<file path="config.mk">
export PLATFORM = sky130hd
export DESIGN_NAME = sd_sector_dump_ctrl_flat
export DESIGN_NICKNAME = d
export VERILOG_FILES = /design/src/rtl/sd_dump_pkg.sv /design/src/rtl/sd_sector_dump_ctrl_if.sv /design/src/rtl/sd_dump_capture_buf.sv /design/src/rtl/sd_sector_dump_ctrl.sv /design/src/flat_wrapper.sv
export SDC_FILE = /design/constraint.sdc
export NUM_CORES = 1
export LEC_CHECK = 0
export CAP_MARGIN = 30
export CORE_MARGIN = 10
export CORE_UTILIZATION = 35
export DETAILED_ROUTE_END_ITERATION = 8
export PLACE_DENSITY = 0.6
export RECOVER_POWER = 25
export SYNTH_ARGS = -nofsm -noshare
export SYNTH_HDL_FRONTEND = slang
export SYNTH_HIERARCHICAL = 1
export SYNTH_SLANG_ARGS = --single-unit
export TNS_END_PERCENT = 50
</file>
<file path="constraint.sdc">
create_clock -name clk -period 4.8 [get_ports clk]
set_input_delay 0.48 -clock clk [delete_from_list [all_inputs] [get_ports clk]]
set_output_delay 0.48 -clock clk [all_outputs]
set_load 0.05 [all_outputs]
</file>
<file path="src/rtl/sd_dump_pkg.sv">
// Shared types and constants for the multi-sector SD dump controller.
// Holds the FSM state encoding and the sector geometry.
package sd_dump_pkg;

    localparam int unsigned SECTOR_BYTES = 512;
    localparam int unsigned SECTOR_W     = 32;
    localparam int unsigned SECTOR_AW    = $clog2(SECTOR_BYTES);

    typedef enum logic [1:0] {
        ST_IDLE  = 2'd0,
        ST_ISSUE = 2'd1,
        ST_GAP   = 2'd2,
        ST_ERR   = 2'd3
    } dump_state_t;

    function automatic logic in_window(input logic [SECTOR_AW-1:0] addr,
                                       input int unsigned          off,
                                       input int unsigned          len);
        return (32'(addr) >= off) && (32'(addr) < off + len);
    endfunction

endpackage

</file>
<file path="src/rtl/sd_sector_dump_ctrl_if.sv">
// Handshake and byte stream between the dump controller and the SPI sector reader.
// master = controller side, slave = reader side.
interface sd_sector_dump_ctrl_if;
    import sd_dump_pkg::*;

    logic                 rd_start;
    logic [SECTOR_W-1:0]  rd_sector_no;
    logic                 rd_done;
    logic                 rvalid;
    logic [SECTOR_AW-1:0] raddr;
    logic [7:0]           rdata;

    modport master (
        output rd_start,
        output rd_sector_no,
        input  rd_done,
        input  rvalid,
        input  raddr,
        input  rdata
    );

    modport slave (
        input  rd_start,
        input  rd_sector_no,
        output rd_done,
        output rvalid,
        output raddr,
        output rdata
    );

endinterface

</file>
<file path="src/rtl/sd_dump_capture_buf.sv">
// Two-bank byte window: one bank is filled while the other is shown.
// A swap flips roles, so the read port only ever exposes a complete window.
module sd_dump_capture_buf #(
    parameter  int unsigned WIN_BYTES = 8,
    localparam int unsigned AW        = (WIN_BYTES > 1) ? $clog2(WIN_BYTES) : 1
) (
    input  logic          clk,
    input  logic          rst_n,
    input  logic          i_we,
    input  logic [AW-1:0] i_waddr,
    input  logic [7:0]    i_wdata,
    input  logic          i_swap,
    input  logic [AW-1:0] i_raddr,
    output logic [7:0]    o_rdata
);

    logic [WIN_BYTES-1:0][7:0] r_bank0;
    logic [WIN_BYTES-1:0][7:0] r_bank1;
    logic                      r_wbank;
    logic [7:0]                r_rdata;
    logic                      w_wr_ok;
    logic                      w_rd_ok;

    assign w_wr_ok = (32'(i_waddr) < WIN_BYTES);
    assign w_rd_ok = (32'(i_raddr) < WIN_BYTES);

    always_ff @(posedge clk or negedge rst_n) begin
        if (!rst_n) begin
            r_bank0 <= '0;
            r_bank1 <= '0;
            r_wbank <= 1'b0;
            r_rdata <= 8'h00;
        end else begin
            if (i_we && w_wr_ok) begin
                if (r_wbank) begin
                    r_bank1[i_waddr] <= i_wdata;
                end else begin
                    r_bank0[i_waddr] <= i_wdata;
                end
            end
            if (i_swap) begin
                r_wbank <= ~r_wbank;
            end
            // Read side always uses the bank that is not being written.
            if (!w_rd_ok) begin
                r_rdata <= 8'h00;
            end else if (r_wbank) begin
                r_rdata <= r_bank0[i_raddr];
            end else begin
                r_rdata <= r_bank1[i_raddr];
            end
        end
    end

    assign o_rdata = r_rdata;

endmodule

</file>
<file path="src/rtl/sd_sector_dump_ctrl.sv">
// Walks a range of consecutive sectors through the SPI reader, single-pass or looping,
// capturing a byte window from each into a ping-pong buffer, with a per-sector watchdog.
module sd_sector_dump_ctrl
    import sd_dump_pkg::*;
#(
    parameter  int unsigned WIN_OFFSET = 504,
    parameter  int unsigned WIN_BYTES  = 8,
    parameter  int unsigned TIMEOUT    = 50_000_000,
    localparam int unsigned VA_W       = (WIN_BYTES > 1) ? $clog2(WIN_BYTES) : 1
) (
    input  logic                  clk,
    input  logic                  rst_n,
    input  logic                  i_req,
    input  logic [SECTOR_W-1:0]   i_req_sector,
    input  logic [15:0]           i_req_count,
    input  logic                  i_mode_cont,
    input  logic                  i_abort,
    sd_sector_dump_ctrl_if.master rd_if,
    input  logic [VA_W-1:0]       i_view_addr,
    output logic [7:0]            o_view_data,
    output logic                  o_view_valid,
    output logic                  o_busy,
    output logic                  o_done,
    output logic                  o_err,
    output logic [SECTOR_W-1:0]   o_cur_sector,
    output logic [15:0]           o_sec_cnt
);

    localparam int unsigned TMO_W = (TIMEOUT > 1) ? $clog2(TIMEOUT) : 1;
    localparam int unsigned CC_W  = $clog2(WIN_BYTES + 1);

    dump_state_t         r_state;
    dump_state_t         w_state_nxt;
    logic [SECTOR_W-1:0] r_cur_sector;
    logic [SECTOR_W-1:0] w_cur_nxt;
    logic [15:0]         r_sec_cnt;
    logic [15:0]         w_cnt_nxt;
    logic [15:0]         w_cnt_inc;
    logic [SECTOR_W-1:0] r_req_sector;
    logic [15:0]         r_req_count;
    logic                r_mode_cont;
    logic                r_abort_pend;
    logic                w_abort_eff;
    logic                r_done;
    logic                w_done_nxt;
    logic                r_err;
    logic                w_err_nxt;
    logic                w_accept;
    logic                w_swap;
    logic                w_enter_issue;
    logic [TMO_W-1:0]    r_tmo_cnt;
    logic                w_tmo_hit;
    logic [CC_W-1:0]     r_cap_cnt;
    logic [CC_W-1:0]     w_cap_inc;
    logic                w_cap_full;
    logic                w_hit;
    logic                r_view_valid;
    logic [VA_W-1:0]     w_waddr;

    assign w_cnt_inc   = r_sec_cnt + 16'd1;
    assign w_abort_eff = r_abort_pend | i_abort;
    assign w_tmo_hit   = (r_tmo_cnt == TMO_W'(TIMEOUT - 1));

    assign w_hit      = (r_state == ST_ISSUE) && rd_if.rvalid &&
                        in_window(rd_if.raddr, WIN_OFFSET, WIN_BYTES);
    assign w_waddr    = VA_W'(32'(rd_if.raddr) - WIN_OFFSET);
    // Saturate so a reader repeating addresses cannot wrap the byte count.
    assign w_cap_inc  = r_cap_cnt + CC_W'(w_hit && (r_cap_cnt != CC_W'(WIN_BYTES)));
    assign w_cap_full = (w_cap_inc == CC_W'(WIN_BYTES));

    always_comb begin
        w_state_nxt = r_state;
        w_cur_nxt   = r_cur_sector;
        w_cnt_nxt   = r_sec_cnt;
        w_done_nxt  = 1'b0;
        w_err_nxt   = r_err;
        w_accept    = 1'b0;
        w_swap      = 1'b0;
        case (r_state)
            ST_IDLE, ST_ERR: begin
                if (i_req) begin
                    if (i_req_count != 16'd0) begin
                        w_state_nxt = ST_ISSUE;
                        w_cur_nxt   = i_req_sector;
                        w_cnt_nxt   = 16'd0;
                        w_err_nxt   = 1'b0;
                        w_accept    = 1'b1;
                    end else begin
                        w_state_nxt = ST_IDLE;
                        w_done_nxt  = 1'b1;
                    end
                end
            end
            ST_ISSUE: begin
                if (rd_if.rd_done) begin
                    w_cnt_nxt = w_cnt_inc;
                    if (w_abort_eff) begin
                        // Aborted sector's window is dropped: no swap.
                        w_state_nxt = ST_IDLE;
                        w_done_nxt  = 1'b1;
                    end else begin
                        w_swap = w_cap_full;
                        if ((w_cnt_inc != r_req_count) || r_mode_cont) begin
                            w_state_nxt = ST_GAP;
                            if (w_cnt_inc == r_req_count) begin
                                w_cur_nxt = r_req_sector;
                                w_cnt_nxt = 16'd0;
                            end else begin
                                w_cur_nxt = r_cur_sector + 32'd1;
                            end
                        end else begin
                            w_state_nxt = ST_IDLE;
                            w_done_nxt  = 1'b1;
                        end
                    end
                end else if (w_tmo_hit) begin
                    w_state_nxt = ST_ERR;
                    w_err_nxt   = 1'b1;
                end
            end
            ST_GAP: begin
                w_state_nxt = ST_ISSUE;
            end
            default: begin
                w_state_nxt = ST_IDLE;
            end
        endcase
    end

    assign w_enter_issue = (w_state_nxt == ST_ISSUE) && (r_state != ST_ISSUE);

    always_ff @(posedge clk or negedge rst_n) begin
        if (!rst_n) begin
            r_state      <= ST_IDLE;
            r_cur_sector <= '0;
            r_sec_cnt    <= '0;
            r_done       <= 1'b0;
            r_err        <= 1'b0;
        end else begin
            r_state      <= w_state_nxt;
            r_cur_sector <= w_cur_nxt;
            r_sec_cnt    <= w_cnt_nxt;
            r_done       <= w_done_nxt;
            r_err        <= w_err_nxt;
        end
    end

    // Run parameters are frozen at acceptance; later req_* changes are ignored.
    always_ff @(posedge clk or negedge rst_n) begin
        if (!rst_n) begin
            r_req_sector <= '0;
            r_req_count  <= '0;
            r_mode_cont  <= 1'b0;
        end else if (w_accept) begin
            r_req_sector <= i_req_sector;
            r_req_count  <= i_req_count;
            r_mode_cont  <= i_mode_cont;
        end
    end

    always_ff @(posedge clk or negedge rst_n) begin
        if (!rst_n) begin
            r_abort_pend <= 1'b0;
        end else if ((w_state_nxt == ST_IDLE) || (w_state_nxt == ST_ERR)) begin
            r_abort_pend <= 1'b0;
        end else if (i_abort && o_busy) begin
            r_abort_pend <= 1'b1;
        end
    end

    always_ff @(posedge clk or negedge rst_n) begin
        if (!rst_n) begin
            r_tmo_cnt    <= '0;
            r_cap_cnt    <= '0;
            r_view_valid <= 1'b0;
        end else begin
            if (w_enter_issue) begin
                r_tmo_cnt <= '0;
                r_cap_cnt <= '0;
            end else begin
                if (r_state == ST_ISSUE) begin
                    r_tmo_cnt <= r_tmo_cnt + TMO_W'(1);
                end
                r_cap_cnt <= w_cap_inc;
            end
            if (w_swap) begin
                r_view_valid <= 1'b1;
            end
        end
    end

    sd_dump_capture_buf #(
        .WIN_BYTES (WIN_BYTES)
    ) u_buf (
        .clk     (clk),
        .rst_n   (rst_n),
        .i_we    (w_hit),
        .i_waddr (w_waddr),
        .i_wdata (rd_if.rdata),
        .i_swap  (w_swap),
        .i_raddr (i_view_addr),
        .o_rdata (o_view_data)
    );

    assign rd_if.rd_start     = (r_state == ST_ISSUE);
    assign rd_if.rd_sector_no = r_cur_sector;
    assign o_busy             = (r_state == ST_ISSUE) || (r_state == ST_GAP);
    assign o_done             = r_done;
    assign o_err              = r_err;
    assign o_view_valid       = r_view_valid;
    assign o_cur_sector       = r_cur_sector;
    assign o_sec_cnt          = r_sec_cnt;

endmodule

</file>
<file path="src/flat_wrapper.sv">
// flat-port wrapper written by rule: the top's interface ports become plain ports
module sd_sector_dump_ctrl_flat import sd_dump_pkg::*;
#(
    parameter  int unsigned WIN_OFFSET = 504,
    parameter  int unsigned WIN_BYTES  = 8,
    parameter  int unsigned TIMEOUT    = 50_000_000,
    localparam int unsigned VA_W       = (WIN_BYTES > 1) ? $clog2(WIN_BYTES) : 1
)
  (clk, rst_n, i_req, i_req_sector, i_req_count, i_mode_cont, i_abort, i_view_addr, o_view_data, o_view_valid, o_busy, o_done, o_err, o_cur_sector, o_sec_cnt, rd_if_rd_start, rd_if_rd_sector_no, rd_if_rd_done, rd_if_rvalid, rd_if_raddr, rd_if_rdata);
  sd_sector_dump_ctrl_if rd_if_i ();
  input  logic clk;
  input  logic rst_n;
  input  logic i_req;
  input  logic [SECTOR_W-1:0] i_req_sector;
  input  logic [15:0] i_req_count;
  input  logic i_mode_cont;
  input  logic i_abort;
  input  logic [VA_W-1:0] i_view_addr;
  output logic [7:0] o_view_data;
  output logic o_view_valid;
  output logic o_busy;
  output logic o_done;
  output logic o_err;
  output logic [SECTOR_W-1:0] o_cur_sector;
  output logic [15:0] o_sec_cnt;
  output wire logic [$bits(rd_if_i.rd_start)-1:0] rd_if_rd_start;
  output wire logic [$bits(rd_if_i.rd_sector_no)-1:0] rd_if_rd_sector_no;
  input wire logic [$bits(rd_if_i.rd_done)-1:0] rd_if_rd_done;
  input wire logic [$bits(rd_if_i.rvalid)-1:0] rd_if_rvalid;
  input wire logic [$bits(rd_if_i.raddr)-1:0] rd_if_raddr;
  input wire logic [$bits(rd_if_i.rdata)-1:0] rd_if_rdata;
  assign rd_if_rd_start = rd_if_i.rd_start;
  assign rd_if_rd_sector_no = rd_if_i.rd_sector_no;
  assign rd_if_i.rd_done = rd_if_rd_done;
  assign rd_if_i.rvalid = rd_if_rvalid;
  assign rd_if_i.raddr = rd_if_raddr;
  assign rd_if_i.rdata = rd_if_rdata;
  sd_sector_dump_ctrl #(.WIN_OFFSET(WIN_OFFSET), .WIN_BYTES(WIN_BYTES), .TIMEOUT(TIMEOUT)) u_core (.clk(clk), .rst_n(rst_n), .i_req(i_req), .i_req_sector(i_req_sector), .i_req_count(i_req_count), .i_mode_cont(i_mode_cont), .i_abort(i_abort), .rd_if(rd_if_i), .i_view_addr(i_view_addr), .o_view_data(o_view_data), .o_view_valid(o_view_valid), .o_busy(o_busy), .o_done(o_done), .o_err(o_err), .o_cur_sector(o_cur_sector), .o_sec_cnt(o_sec_cnt));
endmodule
</file>
==> results.rst <==
.. list-table::
   :header-rows: 1

   * - Metric
     - Value
   * - Number of instances in the synthesized netlist
     - 1295
   * - Max-cap violations
     - 1
   * - Internal cell power
     - 5.41 mW
   * - Initial core utilization
     - 0.356
   * - Number of vias in the routed layout
     - slightly above 10000
   * - Max-slew violation total from the final report
     - 109
   * - Number of antenna cells inserted
     - 0
   * - Total number of nets in the final design
     - approximately 1500
   * - Post-synthesis sequential element count
     - 270
   * - Vias per cell
     - 5.21
   * - Initial DRC count
     - roughly 740
   * - DRC errors left
     - 0
   * - Initial antenna violation count
     - 0
   * - Worst Max-Slew Pin Slew
     - around 2800 ps
   * - Final core area utilization
     - 0.429
   * - Number of enable flip-flop cells after synthesis
     - 0
   * - Clock power frac
     - 0.254
   * - Number of buffers created by CTS
     - 30
   * - Top cells by area, synth
     - sky130_fd_sc_hd__dfrtp_1 49%, sky130_fd_sc_hd__mux2_2 13%, sky130_fd_sc_hd__nand2_1 5.9%
   * - Power per cell area
     - 556 nW/um2
   * - Clock period minus worst slack
     - approximately 3800 ps
   * - Achievable Freq
     - between 200 and 300 MHz
   * - Period utilisation layout
     - 0.791
   * - Final Skew
     - a little under 9 ps
   * - Most instantiated library cell after synthesis
     - sky130_fd_sc_hd__dfrtp_1
   * - Htree depth
     - 1
   * - Peak ir drop on the vdd network
     - approximately 0.00054 V
   * - Final Instance Count excl. Fillers
     - 1938
   * - Aggregate routed wire length
     - approximately 36000 um
   * - Aggregate global routing overflow
     - 0
   * - Root Driver
     - sky130_fd_sc_hd__clkbuf_16
   * - Count of warnings emitted by yosys
     - 6
   * - Detailed-route wire length per cell
     - between 15 and 20 um
   * - Logic pwr share
     - 0.407
   * - # IOs
     - roughly 170
   * - Final hold violation count
     - 0
   * - Placement-stage cell area
     - roughly 16000 um2
   * - Hpwl dp
     - between 20000 and 25000 um
   * - Ratio of cells with drive above 1 in the final layout
     - 0.188
   * - Endpoint kind of the worst setup timing path
     - flop
   * - Fraction of the yosys area taken by sequential cells
     - 0.489
   * - Residual antenna-violating net count after detailed routing
     - 0
   * - Most used standard cells in the synthesized netlist
     - 270 x sky130_fd_sc_hd__dfrtp_1, 217 x sky130_fd_sc_hd__nand2_1, 164 x sky130_fd_sc_hd__mux2_2
   * - TritonCTS clock tree
     - yes
   * - Insertion delay of the later-clocked pin in the worst-skew pair
     - roughly 560 ps
   * - Placed instance count
     - 1885
   * - Run status
     - finished with violations
   * - Standard cell core area
     - between 30000 and 40000 um2
   * - Path type of the worst setup path
     - flop to flop
   * - Relative max-transition margin
     - -0.881
   * - DIE HEIGHT
     - roughly 220 um
   * - Vias in the first global route
     - 10300
   * - Hold_buf cts
     - 0
   * - Average footprint of a synthesized cell
     - approximately 11 um2
   * - Failing checks
     - max-capacitance violations, max-slew violations
   * - Post-cts repair resize count
     - 0
   * - Overall global routing resource usage
     - 0.148
   * - Worst EP required
     - around 5200 ps
   * - Final setup viols
     - 0
   * - Clk pin slew, worst setup/hold paths
     - around 60 ps
   * - Width of the die
     - 219 um
   * - P&R area growth vs syn
     - 20.7%
   * - Setup repair after global routing missed its margin
     - no
   * - Number of sinks on the clock net
     - 270
   * - FFs w/ async S/R, synth
     - 1.00
   * - Final Wtd Congestion
     - ~0.83
   * - Global-route wire length before repair
     - 57800 um
   * - Post-route total power
     - just over 9 mW
   * - Hold Path Class
     - flop to flop
   * - Fin Setup TNS
     - 0 ps
   * - CP Max Fanout
     - 21
   * - Sequential Power Share
     - 0.338
   * - Post-synthesis instance area
     - between 10000 and 15000 um2
   * - Clock tree buffer depth
     - 3
   * - Fraction of power spent switching nets
     - 0.416
   * - Overall die area
     - about 48000 um2
   * - Dominant register cell in the synthesized netlist
     - sky130_fd_sc_hd__dfrtp_1
   * - Post-route design area
     - about 17000 um2
   * - Startpoint types
     - flop
   * - Port Buf Inserts
     - about 170
   * - Most area-hungry cell type in the Yosys netlist
     - sky130_fd_sc_hd__dfrtp_1
   * - Largest net degree at the start of global routing
     - ~110
   * - Switching power
     - roughly 3.8 mW
   * - Post-CTS repair timing setup buffer count
     - 0
   * - Pre-Repair DR Iteration Count
     - 5
   * - Number of placement rows
     - just over 70
   * - Share of the synthesized area in the top cell type
     - 0.489
   * - Netlist cell types
     - between 60 and 70
   * - Critical path arrival
     - approximately 4200 ps
   * - Nets in the synthesized netlist
     - between 1000 and 1500
   * - Leakage Power
     - roughly 7.5 nW
-- cell type report --
type                       instances  area [um2]
clock buffer                      45         928
clock inverter                     8        93.8
fill                            3687       22200
inverter                           9        33.8
multi-input combinational        910        6460
sequential                       270        6760
tap                              518         648
timing repair buffer             178        1750
-- metal layers --
metal	vias up	GRT usage	share of wire
li1	4787	-	-
met1	5007	0.194	0.44
met2	253	0.241	0.47
met3	41	0.0402	0.065
met4	0	0.0282	0.016
met5	-	0	0
-- worst paths after layout --
check	from	end	slack [ps]	depth (start not counted)
worst max-delay path	u_core/o_sec_cnt[0]	u_core/r_tmo_cnt[15]	1000	13
min in group asynchronous	rst_n	u_core/u_buf/r_bank0[47]	800	1
max in group asynchronous	rst_n	u_core/r_req_sector[7]	1940	2
worst max register to register	u_core/o_sec_cnt[0]	u_core/r_tmo_cnt[15]	1000	13
worst min register to register	u_core/o_view_valid	u_core/o_view_valid	470	1
worst min-delay path	u_core/o_view_valid	u_core/o_view_valid	470	1
-- critical path, cell delays in order, from the launching register on --
cell and delay, ps:
sky130_fd_sc_hd__dfrtp_1 450, sky130_fd_sc_hd__ha_1 410, sky130_fd_sc_hd__nand3_1 200, sky130_fd_sc_hd__nor4_4 270
sky130_fd_sc_hd__or4b_1 510, sky130_fd_sc_hd__o211ai_2 100, sky130_fd_sc_hd__nand4b_1 160, sky130_fd_sc_hd__o21ai_0 240
sky130_fd_sc_hd__a21oi_1 120, sky130_fd_sc_hd__o211ai_1 190, sky130_fd_sc_hd__ha_1 210, sky130_fd_sc_hd__nand2b_1 440
sky130_fd_sc_hd__o211ai_1 270, sky130_fd_sc_hd__o31ai_1 100
-- kinds of logic after synthesis --
| logic type | Yosys count | synth area share |
|---|---|---|
| compound gates | 182 | 0.0892 |
| xor+xnor | 55 | 0.0349 |
| fa+ha+maj | 8 | 0.00725 |
| buf+inv | 115 | 0.0440 |
| flops | 270 | 0.489 |
| mux | 193 | 0.169 |
| simple gates | 472 | 0.166 |
-- power by group through the flow --
stage / sequential, mW / clock (mW) / combinational, mW
global route: 3.20 / 2.52 / 4.09
detailed placement: 3.17 / 0 / 3.79
CTS: 3.14 / 2.43 / 3.81
floorplan: 3.54 / 0 / 2.36
finish: 3.13 / 2.36 / 3.77
global placement: 3.16 / 0 / 3.76
-- metrics by stage --
| stage | worst slack (ps) | hold WS (ps) |
|---|---|---|
| CTS | 1010 | 28.8 |
| floorplan | 1070 | 184 |
| global route | 613 | 463 |
| detailed placement | 1010 | 461 |
| global placement | 1180 | 457 |
| finish | 1000 | 472 |
-- placed cells by master (no fill, tap or decap), types with 34 or more instances in the layout --
master,n
sky130_fd_sc_hd__o211ai_1,34
sky130_fd_sc_hd__dfrtp_1,270
sky130_fd_sc_hd__nand3_1,45
sky130_fd_sc_hd__mux2_2,164
sky130_fd_sc_hd__nor2_1,60
sky130_fd_sc_hd__a31oi_1,48
sky130_fd_sc_hd__xor2_1,35
sky130_fd_sc_hd__nand2_1,217
sky130_fd_sc_hd__clkdlybuf4s50_1,165
sky130_fd_sc_hd__nand2b_1,43
-- registers in the layout, summed over array words and instances, names as in the netlist, 2 cells and up --
register              count
u_core/r_tmo_cnt         26
u_core/o_cur_sector      32
u_core/u_buf/o_rdata      8
u_core/o_sec_cnt         16
u_core/u_buf/r_bank0     64
u_core/r_cap_cnt          4
u_core/r_req_count       16
u_core/u_buf/r_bank1     64
u_core/r_req_sector      32
u_core/r_state            2
Note: power is estimated with default switching activity, not from simulation.
